### src/rtl/usb_line_pkg.sv
// Shared USB line definitions: line-state and receiver-state enums, SYNC pattern and
// the helpers used to classify a raw DP/DM sample.
package usb_line_pkg;

    typedef enum logic [1:0] {
        LINE_SE0 = 2'b00,
        LINE_K   = 2'b01,
        LINE_J   = 2'b10,
        LINE_SE1 = 2'b11
    } line_t;

    typedef enum logic [2:0] {
        RX_IDLE,
        RX_SYNC,
        RX_DATA,
        RX_EOP,
        RX_ERR
    } rx_state_t;

    // Bit i set means sample i of SYNC is K (K J K J K J K K, first sample in bit 0)
    localparam logic [7:0] SYNC_K_MASK    = 8'b1101_0101;
    localparam int         MAX_STUFF_ONES = 6;
    localparam int         DEF_MAX_BYTES  = 67;
    localparam int         DEF_EOP_SE0    = 2;

    function automatic line_t decode_line(input logic dp, input logic dm);
        return line_t'({dp, dm});
    endfunction

    function automatic logic is_data_line(input line_t l);
        return (l == LINE_J) || (l == LINE_K);
    endfunction

endpackage

### src/rtl/usb_dev_rx_if.sv
// Line inputs and byte/framing outputs of the device receiver.
// pid_err exists only when USB_RX_PID_CHECK_EN is defined.
interface usb_dev_rx_if;
    logic       dp;
    logic       dm;
    logic       rx_en;
    logic [7:0] byte_data;
    logic       byte_valid;
    logic       pkt_start;
    logic       pkt_end;
    logic [6:0] byte_cnt;
    logic       active;
    logic       stuff_err;
    logic       align_err;
    logic       eop_err;
    logic       len_err;
`ifdef USB_RX_PID_CHECK_EN
    logic       pid_err;
`endif

    modport master (
`ifdef USB_RX_PID_CHECK_EN
        output pid_err,
`endif
        input  dp, dm, rx_en,
        output byte_data, byte_valid, pkt_start, pkt_end, byte_cnt, active,
        output stuff_err, align_err, eop_err, len_err
    );

    modport slave (
`ifdef USB_RX_PID_CHECK_EN
        input  pid_err,
`endif
        output dp, dm, rx_en,
        input  byte_data, byte_valid, pkt_start, pkt_end, byte_cnt, active,
        input  stuff_err, align_err, eop_err, len_err
    );
endinterface

### src/rtl/usb_nrzi_unstuff.sv
// Per-sample NRZI decode with stuff-bit removal; the running line reference and ones
// count restart from K/0 whenever clear is high.
module usb_nrzi_unstuff
    import usb_line_pkg::*;
(
    input  logic  clk,
    input  logic  rst_b,
    input  logic  clear,
    input  logic  enable,
    input  line_t line,
    output logic  rx_bit,
    output logic  bit_valid,
    output logic  stuff_err
);
    localparam logic [2:0] STUFF_LIMIT = 3'(MAX_STUFF_ONES);

    line_t      prev_line;
    logic [2:0] ones_cnt;
    logic       data_line;
    logic       stuff_due;

    assign data_line = is_data_line(line);
    assign stuff_due = (ones_cnt == STUFF_LIMIT);
    assign rx_bit    = data_line && (line == prev_line);
    assign bit_valid = enable && data_line && !stuff_due;
    // Anything but a decoded 0 where a stuff bit is owed is an error, SE0 included
    assign stuff_err = enable && stuff_due && !(data_line && !rx_bit);

    always_ff @(posedge clk or negedge rst_b) begin
        if (!rst_b) begin
            prev_line <= LINE_K;
            ones_cnt  <= 3'd0;
        end else if (clear) begin
            prev_line <= LINE_K;
            ones_cnt  <= 3'd0;
        end else if (enable && data_line) begin
            prev_line <= line;
            if (stuff_due || !rx_bit)
                ones_cnt <= 3'd0;
            else
                ones_cnt <= ones_cnt + 3'd1;
        end
    end
endmodule

### src/rtl/usb_dev_rx.sv
// Device-side USB receiver: SYNC detect, NRZI/unstuff, LSB-first byte assembly, EOP and
// error framing. Define USB_RX_PID_CHECK_EN to add the PID complement check and pid_err.
module usb_dev_rx
    import usb_line_pkg::*;
#(
    parameter int MAX_BYTES = DEF_MAX_BYTES,
    parameter int EOP_SE0   = DEF_EOP_SE0
) (
    input logic          clk,
    input logic          rst_b,
    usb_dev_rx_if.master bus
);
    localparam logic [6:0] MAX_CNT = 7'(MAX_BYTES);
    localparam logic [3:0] SE0_CNT = 4'(EOP_SE0);

    rx_state_t  state;
    logic [2:0] sync_idx;
    logic [2:0] bit_idx;
    logic [7:0] shift_reg;
    logic [3:0] se0_cnt;
    logic       err_j;
    line_t      line;
    logic       sample_k;
    logic       sync_hit;
    logic       rx_bit;
    logic       bit_valid;
    logic       stuff_hit;
    logic       dec_clear;
    logic       dec_enable;
    logic [7:0] next_byte;

    assign line       = decode_line(bus.dp, bus.dm);
    assign sample_k   = (line == LINE_K);
    assign sync_hit   = (line == (SYNC_K_MASK[sync_idx] ? LINE_K : LINE_J));
    assign next_byte  = {rx_bit, shift_reg[7:1]};
    assign dec_clear  = !bus.rx_en || (state == RX_IDLE) || (state == RX_SYNC);
    assign dec_enable = bus.rx_en && (state == RX_DATA);

    usb_nrzi_unstuff u_dec (
        .clk       (clk),
        .rst_b     (rst_b),
        .clear     (dec_clear),
        .enable    (dec_enable),
        .line      (line),
        .rx_bit    (rx_bit),
        .bit_valid (bit_valid),
        .stuff_err (stuff_hit)
    );

    // Receiver FSM; every status output is registered here and strobes default low
    always_ff @(posedge clk or negedge rst_b) begin
        if (!rst_b) begin
            state          <= RX_IDLE;
            sync_idx       <= 3'd0;
            bit_idx        <= 3'd0;
            shift_reg      <= 8'd0;
            se0_cnt        <= 4'd0;
            err_j          <= 1'b0;
            bus.byte_data  <= 8'd0;
            bus.byte_valid <= 1'b0;
            bus.pkt_start  <= 1'b0;
            bus.pkt_end    <= 1'b0;
            bus.byte_cnt   <= 7'd0;
            bus.active     <= 1'b0;
            bus.stuff_err  <= 1'b0;
            bus.align_err  <= 1'b0;
            bus.eop_err    <= 1'b0;
            bus.len_err    <= 1'b0;
`ifdef USB_RX_PID_CHECK_EN
            bus.pid_err    <= 1'b0;
`endif
        end else begin
            bus.byte_valid <= 1'b0;
            bus.pkt_start  <= 1'b0;
            bus.pkt_end    <= 1'b0;
            bus.stuff_err  <= 1'b0;
            bus.align_err  <= 1'b0;
            bus.eop_err    <= 1'b0;
            bus.len_err    <= 1'b0;
`ifdef USB_RX_PID_CHECK_EN
            bus.pid_err    <= 1'b0;
`endif
            if (!bus.rx_en) begin
                state      <= RX_IDLE;
                sync_idx   <= 3'd0;
                bit_idx    <= 3'd0;
                se0_cnt    <= 4'd0;
                err_j      <= 1'b0;
                bus.active <= 1'b0;
            end else begin
                case (state)
                    RX_IDLE: begin
                        if (sample_k) begin
                            state    <= RX_SYNC;
                            sync_idx <= 3'd1;
                        end
                    end
                    RX_SYNC: begin
                        if (sync_hit) begin
                            if (sync_idx == 3'd7) begin
                                state         <= RX_DATA;
                                sync_idx      <= 3'd0;
                                bit_idx       <= 3'd0;
                                shift_reg     <= 8'd0;
                                bus.byte_cnt  <= 7'd0;
                                bus.pkt_start <= 1'b1;
                                bus.active    <= 1'b1;
                            end else begin
                                sync_idx <= sync_idx + 3'd1;
                            end
                        end else begin
                            // A stray K may itself be the first SYNC sample
                            sync_idx <= sample_k ? 3'd1 : 3'd0;
                            state    <= sample_k ? RX_SYNC : RX_IDLE;
                        end
                    end
                    RX_DATA: begin
                        if (stuff_hit) begin
                            bus.stuff_err <= 1'b1;
                            bus.active    <= 1'b0;
                            err_j         <= 1'b0;
                            state         <= RX_ERR;
                        end else if (line == LINE_SE0) begin
                            if (bit_idx != 3'd0) begin
                                bus.align_err <= 1'b1;
                                bus.active    <= 1'b0;
                                err_j         <= 1'b0;
                                state         <= RX_ERR;
                            end else begin
                                se0_cnt <= 4'd1;
                                state   <= RX_EOP;
                            end
                        end else if (line == LINE_SE1) begin
                            bus.eop_err <= 1'b1;
                            bus.active  <= 1'b0;
                            err_j       <= 1'b0;
                            state       <= RX_ERR;
                        end else if (bit_valid) begin
                            shift_reg <= next_byte;
                            bit_idx   <= bit_idx + 3'd1;
                            if (bit_idx == 3'd7) begin
                                if (bus.byte_cnt == MAX_CNT) begin
                                    bus.len_err <= 1'b1;
                                    bus.active  <= 1'b0;
                                    err_j       <= 1'b0;
                                    state       <= RX_ERR;
                                end else begin
                                    bus.byte_valid <= 1'b1;
                                    bus.byte_data  <= next_byte;
                                    bus.byte_cnt   <= bus.byte_cnt + 7'd1;
`ifdef USB_RX_PID_CHECK_EN
                                    if (bus.byte_cnt == 7'd0 && next_byte[7:4] != ~next_byte[3:0]) begin
                                        bus.pid_err <= 1'b1;
                                        bus.active  <= 1'b0;
                                        err_j       <= 1'b0;
                                        state       <= RX_ERR;
                                    end
`endif
                                end
                            end
                        end
                    end
                    RX_EOP: begin
                        if (line == LINE_SE0 && se0_cnt < SE0_CNT) begin
                            se0_cnt <= se0_cnt + 4'd1;
                        end else if (line == LINE_J && se0_cnt == SE0_CNT) begin
                            bus.pkt_end <= 1'b1;
                            bus.active  <= 1'b0;
                            se0_cnt     <= 4'd0;
                            state       <= RX_IDLE;
                        end else begin
                            bus.eop_err <= 1'b1;
                            bus.active  <= 1'b0;
                            se0_cnt     <= 4'd0;
                            err_j       <= 1'b0;
                            state       <= RX_ERR;
                        end
                    end
                    RX_ERR: begin
                        if (line == LINE_J) begin
                            err_j <= 1'b1;
                            if (err_j)
                                state <= RX_IDLE;
                        end else begin
                            err_j <= 1'b0;
                        end
                    end
                    default: state <= RX_IDLE;
                endcase
            end
        end
    end
endmodule

### src/flat_wrapper.sv
// flat-port wrapper written by rule: the top's interface ports become plain ports
module usb_dev_rx_flat import usb_line_pkg::*;
#(
    parameter int MAX_BYTES = DEF_MAX_BYTES,
    parameter int EOP_SE0   = DEF_EOP_SE0
)
  (clk, rst_b, bus_dp, bus_dm, bus_rx_en, bus_byte_data, bus_byte_valid, bus_pkt_start, bus_pkt_end, bus_byte_cnt, bus_active, bus_stuff_err, bus_align_err, bus_eop_err, bus_len_err);
  usb_dev_rx_if bus_i ();
  input logic clk;
  input logic rst_b;
  input wire logic [$bits(bus_i.dp)-1:0] bus_dp;
  input wire logic [$bits(bus_i.dm)-1:0] bus_dm;
  input wire logic [$bits(bus_i.rx_en)-1:0] bus_rx_en;
  output wire logic [$bits(bus_i.byte_data)-1:0] bus_byte_data;
  output wire logic [$bits(bus_i.byte_valid)-1:0] bus_byte_valid;
  output wire logic [$bits(bus_i.pkt_start)-1:0] bus_pkt_start;
  output wire logic [$bits(bus_i.pkt_end)-1:0] bus_pkt_end;
  output wire logic [$bits(bus_i.byte_cnt)-1:0] bus_byte_cnt;
  output wire logic [$bits(bus_i.active)-1:0] bus_active;
  output wire logic [$bits(bus_i.stuff_err)-1:0] bus_stuff_err;
  output wire logic [$bits(bus_i.align_err)-1:0] bus_align_err;
  output wire logic [$bits(bus_i.eop_err)-1:0] bus_eop_err;
  output wire logic [$bits(bus_i.len_err)-1:0] bus_len_err;
  assign bus_i.dp = bus_dp;
  assign bus_i.dm = bus_dm;
  assign bus_i.rx_en = bus_rx_en;
  assign bus_byte_data = bus_i.byte_data;
  assign bus_byte_valid = bus_i.byte_valid;
  assign bus_pkt_start = bus_i.pkt_start;
  assign bus_pkt_end = bus_i.pkt_end;
  assign bus_byte_cnt = bus_i.byte_cnt;
  assign bus_active = bus_i.active;
  assign bus_stuff_err = bus_i.stuff_err;
  assign bus_align_err = bus_i.align_err;
  assign bus_eop_err = bus_i.eop_err;
  assign bus_len_err = bus_i.len_err;
  usb_dev_rx #(.MAX_BYTES(MAX_BYTES), .EOP_SE0(EOP_SE0)) u_core (.clk(clk), .rst_b(rst_b), .bus(bus_i));
endmodule
### config.mk
export PLATFORM = sky130hd
export DESIGN_NAME = usb_dev_rx_flat
export DESIGN_NICKNAME = d
export VERILOG_FILES = /design/src/rtl/usb_line_pkg.sv /design/src/rtl/usb_dev_rx_if.sv /design/src/rtl/usb_nrzi_unstuff.sv /design/src/rtl/usb_dev_rx.sv /design/src/flat_wrapper.sv
export SDC_FILE = /design/constraint.sdc
export NUM_CORES = 1
export LEC_CHECK = 0
export BUFFER_PORTS_ARGS = -buffer_cell sky130_fd_sc_hd__clkbuf_2
export CAP_MARGIN = 20
export CORE_ASPECT_RATIO = 1.4
export CORE_UTILIZATION = 25
export DETAILED_ROUTE_END_ITERATION = 16
export PLACE_DENSITY = 0.47
export SLEW_MARGIN = 0
export SYNTH_ARGS = -nofsm -noshare
export SYNTH_HDL_FRONTEND = slang
export SYNTH_SLANG_ARGS = --single-unit
### constraint.sdc
create_clock -name clk -period 2.35 [get_ports clk]
set_input_delay 0.47 -clock clk [delete_from_list [all_inputs] [get_ports clk]]
set_output_delay 0.47 -clock clk [all_outputs]
set_load 0.02 [all_outputs]
Word level (Yosys, flattened, before mapping)
Memories as Yosys holds them, arrays and structs flattened. Cells that the tools add are included.

Register bits: 50. Latch bits: 0. RAM bits: 0. Bits in read-only memories: 8. Bits of input ports: 5. Output and inout bits: 23. Logic and storage cells: 220. Memories: 1.

$add $sub $neg: 5. $mul: 0. Divide/modulo/power cells: 0. Order comparisons: 2. Eq/ne operators: 45. Shifts and indexed selects: 0. Muxes and demuxes: 114. Bitwise operators: 4. Reduce and logical (&&, ||, !) cells: 31.

Memories: (no name shown) (depth 8, bits a word 1, read ports 1, clocked after Yosys merged registers in 0, write ports 0, RTL line usb_dev_rx.sv:34) `assign sync_hit = (line == (SYNC_K_MASK[sync_idx] ? LINE_K : LINE_J));`.

Operators by type and width (number): 2-to-1 mux 3 bit (28); 2-to-1 mux 7 bit (8); 2-to-1 mux 1 bit (55); 2-to-1 mux 8 bit (6); AND reduction 8 bit (4); != test 3 bit, second input constant (8); 2-to-1 mux 4 bit (5); case mux 8 bit (2 select lines) (1); != test 3 x 2 -> 1 bit, second input constant (5); case mux 3 bit (5 select lines) (1); case mux 7 bit (2 select lines) (1); AND reduction 7 bit (2); == test 3 bit, second input constant (4); != test 2 bit, second input constant (6); != test 6 x 5 -> 1 bit, second input constant (2); case mux 3 bit (2 select lines) (2); AND reduction 10 bit (1); adder 3 x 1 -> 3 bit, second input constant (3); logical AND 1 bit (9); != test 3 x 1 -> 1 bit, second input constant (3); != test 4 x 1 -> 1 bit, second input constant (2); case mux 4 bit (2 select lines) (1); adder 7 x 1 -> 7 bit, second input constant (1); == test 7 bit, second input constant (1); 25 further kinds (42).

Logic depth before layout (Yosys ltp)
Depth in word-level cells: 10. Depth in mapped cells: 9. Depth with buffers taken out: 7.

Modules after synthesis
Synthesis repeated with hierarchy kept, for this count alone.

Cells, all modules: 278. Area, all modules: 2785.2 µm².

By module, submodules not included: usb_dev_rx (instances 1, cells an instance 239, area an instance 2409.8 µm², seq. area each 1101.1 µm²); usb_nrzi_unstuff (instances 1, cells an instance 39, area an instance 375.4 µm², seq. area each 126.4 µm²).

Worst setup path after synthesis
No wires, ideal clock.

Kind: input -> register. From: input port bus_dp. To: register u_core.state[0]. Library setup time: 0.128 ns. Data arrival time: 1.925 ns. Data required time: 2.222 ns. Path slack: 0.298 ns. Stages on the path: 7. Buffers on the path: 0. Cell sequence: inv_1 ha_1 inv_1 a21o_1 a31oi_1 a211o_1 mux2_1.

Longest elaborated chain between the ends: 10. Elaborated cells between the ends (all ways): 30. Those cells by class: 12 x eq/ne; 7 x mux; 11 x reduce/logical.

RTL lines: start, declared (RTL line flat_wrapper.sv:11) `input wire logic [$bits(bus_i.dp)-1:0] bus_dp;`; == test 2 bit or == test 2 x 1 -> 1 bit (tied branches) (RTL line usb_line_pkg.sv:31, usb_dev_rx.sv:180, usb_dev_rx.sv:33); logical OR 1 bit (RTL line usb_line_pkg.sv:31) `return (l == LINE_J) || (l == LINE_K);`; logical AND 1 bit (RTL line usb_nrzi_unstuff.sv:24) `assign rx_bit = data_line && (line == prev_line);`; logical NOT 1 bit (RTL line usb_nrzi_unstuff.sv:27) `assign stuff_err = enable && stuff_due && !(data_line && !rx_bit);`; logical AND 1 bit (RTL line usb_nrzi_unstuff.sv:27); logical NOT 1 bit (RTL line usb_nrzi_unstuff.sv:27); logical AND 1 bit (RTL line usb_nrzi_unstuff.sv:27); 2-to-1 mux 3 bit (RTL line usb_dev_rx.sv:118) `if (stuff_hit) begin`; case mux 3 bit (5 select lines) (RTL line usb_dev_rx.sv:91) `case (state)`; 2-to-1 mux 3 bit (RTL line usb_dev_rx.sv:83) `if (!bus.rx_en) begin`; end signal, assigned (RTL line usb_dev_rx.sv:114) `state <= sample_k ? RX_SYNC : RX_IDLE;`; end, declared (RTL line usb_dev_rx.sv:16) `rx_state_t state;`.

Parallel ways exist; a longest one is shown, timed or not. A chain may end at the register's enable or synchronous reset.

Worst setup path in the final report
From: register u_core.bus.byte_cnt[3]. To: register u_core.state[0].

Longest elaborated chain between the ends: 3.

RTL lines: start, declared (RTL line usb_dev_rx_if.sv:26) `output byte_data, byte_valid, pkt_start, pkt_end, byte_cnt, active,`; start signal, assigned (RTL line usb_dev_rx.sv:150) `bus.byte_cnt <= bus.byte_cnt + 7'd1;`; == test 7 bit (RTL line usb_dev_rx.sv:142) `if (bus.byte_cnt == MAX_CNT) begin`; != test 6 x 5 -> 1 bit (no source line); AND reduction 8 bit (no source line).

Every way passes these cells.

==> impl_metrics.csv <==
group,metric,value,unit
run_status,status,"complete, no violations",
critical_path,path_max_fanout,6,
logic_synthesis,yosysSeqAreaShare,45.44,%
placed_design,io_buffers,27,
clock_network,htreeDepth,2,
die,fp.dieH,125.0,um
placed_design,gp_congestion,0.8577,
placed_design,postPlaceCellArea,3139,sq um
die,die_x,89.85,um
logic_synthesis,yosysMostFrequentCell,"dfrtp_1",
layout,finish.utilization,31.83,%
logic_synthesis,yosysWarnings,0,
clock_network,cts_resized,0,
critical_path,cp.required,2.52,ns
drt,wire_per_inst,14.06,um
logic_synthesis,ys.flop_type,"dfrtp_1",
critical_path,cp.arrival,2.23,ns
drt,routed_via_density,4.713,
global_routing,antenna_found_initial,0,
worst_hold_path,hp-class,"in -> async",
logic_synthesis,ys_types,54,
sta,skew,0.005976,ns
clock_network,root_buffer,"clkbuf_16",
pwr,powerDensity,668.7,nW/um^2
die,start_util,25.83,%
die,rows,44,
sta,period_needed,2.054,ns
layout,fin_cells,464,
layout,largest_reg_flops,8,
critical_path,crit_family,"compound AO/OA/AOI/OAI gates",
critical_path,crit_path_end_kind,"flip-flop",
placed_design,dp_hpwl,4.865,mm
logic_synthesis,async_reset_ff_share,100.0,%
die,io_pins,28,
sta,timing.fmax,486.9,MHz
critical_path,max_stage_delay,0.44,ns
clock_network,path_clk_slew,0.07,ns
logic_synthesis,yosysTopAreaCell,"dfrtp_1",
pwr,p_leak,1.590,nW
logic_synthesis,synthCells,279,
clock_network,clock_sinks,49,
global_routing,overflow,0,
clock_network,numCtsBuffers,5,
layout,drive_gt1_share,23.31,%
pwr,ir_drop,270.0,uV
critical_path,cp_slowest_cell,"dfrtp_1",
global_routing,grt_pass1_vias,2176,
clock_network,clk_latency,0.29,ns
sta,grt_setup_unrepaired,"no",
job,drv_cap,0,
clock_network,cts.path.max_buffers,2,
layout,area_growth,23.25,%
drt,ant_nets,0,
critical_path,cp_cell_sequence,"nor4_2 > nand4_1 > o31a_1 > a211o_1 > mux2_1",
layout,num_antenna_cells,0,
drt,route.detailed.drc,0,
logic_synthesis,synth_area_per_cell,9.682,sq um
sta,drv_slew,0,
logic_synthesis,synth_commonest_cells,"dfrtp_1, nand2_1, o21ai_0, nor2_1, ha_1",
sta,whs,0.2894,ns
logic_synthesis,synthTopCellsByArea,"dfrtp_1, ha_1, nand2_1, o21ai_0, mux2_2",
drt,routed.top_layer,"met4",
sta,worstMarginPinSlew,0.6703,ns
clock_network,holdBufCountCts,0,
clock_network,postCtsSetupBuffers,0,
global_routing,grt.total_usage,12.19,%
critical_path,crit_buf_inv,0,
layout,nNetsFinal,346,
logic_synthesis,synth-edff-count,0,
logic_synthesis,syn_area,2701,sq um
layout,fillers,1120,
sta,fin_crit_sh,87.40,%
drt,drt-total-wl,6.523,mm
die,core,10460,sq um
drt,first_pass_iters,4,
global_routing,grt_start_max_net_pins,50,
drt,wirelength_met1,2.953,mm
clock_network,cts_tree,"built",
sta,finalSetupViolCount,0,
drt,via_count,2187,
global_routing,grt_pass1_wl,10.91,mm
critical_path,cp-start-kind,"flip-flop",
logic_synthesis,yosys.area.top_type_share,44.47,%
drt,wl_met3,230,um
drt,dr.first_iter.drc_count,68,
die,die_area,11230,sq um
logic_synthesis,syn_nets,300,
sta,final_hold_viol_count,0,
sta,maxSlewHeadroom,55.31,%
layout,design_area,3329,sq um
critical_path,crit_type,"reg -> reg",
drt,wl_met2,3.180,mm
logic_synthesis,ys_ff_latch,49,
placed_design,placed_cells,456,
final timing paths:
check,from,endpoint,slack [ns],cells after the start
worst max-delay path,u_core.bus.byte_cnt[3],u_core.state[0],0.30,5
worst min register to register,u_core.shift_reg[1],u_core.shift_reg[1],0.48,2
max in group asynchronous,rst_b,u_core.bus.byte_data[0],1.61,2
worst min-delay path,rst_b,u_core.sync_idx[1],0.29,2
min in group clk,u_core.shift_reg[1],u_core.shift_reg[1],0.48,2
worst max register to register,u_core.bus.byte_cnt[3],u_core.state[0],0.30,5
metrics by stage:
step	setup TNS (ns)	total power [W]	setup WS [ns]
4_1_cts	0	0.002262	0.2631
2_1_floorplan	0	0.001181	0.2975
5_1_grt	0	0.002337	0.08319
3_5_place_dp	-0.002534	0.001317	-0.002534
6_report	0	0.002227	0.2961
3_3_place_gp	0	0.001311	0.009363
per-layer routing:
metal,GRT usage (%),vias to the layer above
li1,-,1084
met4,5.977,0
met3,2.190,13
met1,14.66,1043
met5,0,-
met2,20.90,47
cell usage in the layout (no fill, tap or decap), drive strengths merged, types with 3 or more instances in the layout:
master	count
nor2b	4
o21ai	23
nor3	4
inv	14
nand2b	4
dfrtp	48
a31oi	4
nand2	32
nand3	12
mux2	9
mux2i	4
ha	16
buf	27
o21a	3
and2	6
o31ai	5
a21oi	9
clkbuf	32
nand4	4
nor2	19
or4b	3
and3	4
nor3b	4
cells by family after synthesis:
| group | count (synthesis) | synth area share [%] |
|---|---|---|
| mux | 13 | 5.234 |
| fa+ha+maj | 16 | 7.411 |
| compound gates | 66 | 16.07 |
| buf+inv | 29 | 4.632 |
| simple gates | 104 | 20.56 |
| flops | 49 | 45.44 |
| xor+xnor | 2 | 0.6486 |
cell type report:
class                   instances  area, sq um  area share (%)
repair buffers                 54        337.8           10.15
well taps                     138        172.7           5.186
flip-flops and latches         49         1227           36.87
inverters                      14        52.55           1.578
multi-input cells             201         1349           40.51
clock buffers                   5        125.1           3.758
clock inverters                 3        65.06           1.954
report_power, final:
| group | leakage (nW) | internal (W) | switching [W] |
|---|---|---|---|
| combinational | 0.823 | 0.000158 | 0.000222 |
| clock | 0.0938 | 0.000608 | 0.000322 |
| sequential | 0.674 | 0.000873 | 0.0000429 |
| total | 1.59 | 0.00164 | 0.000587 |
Power figures use the tool's default switching activity.
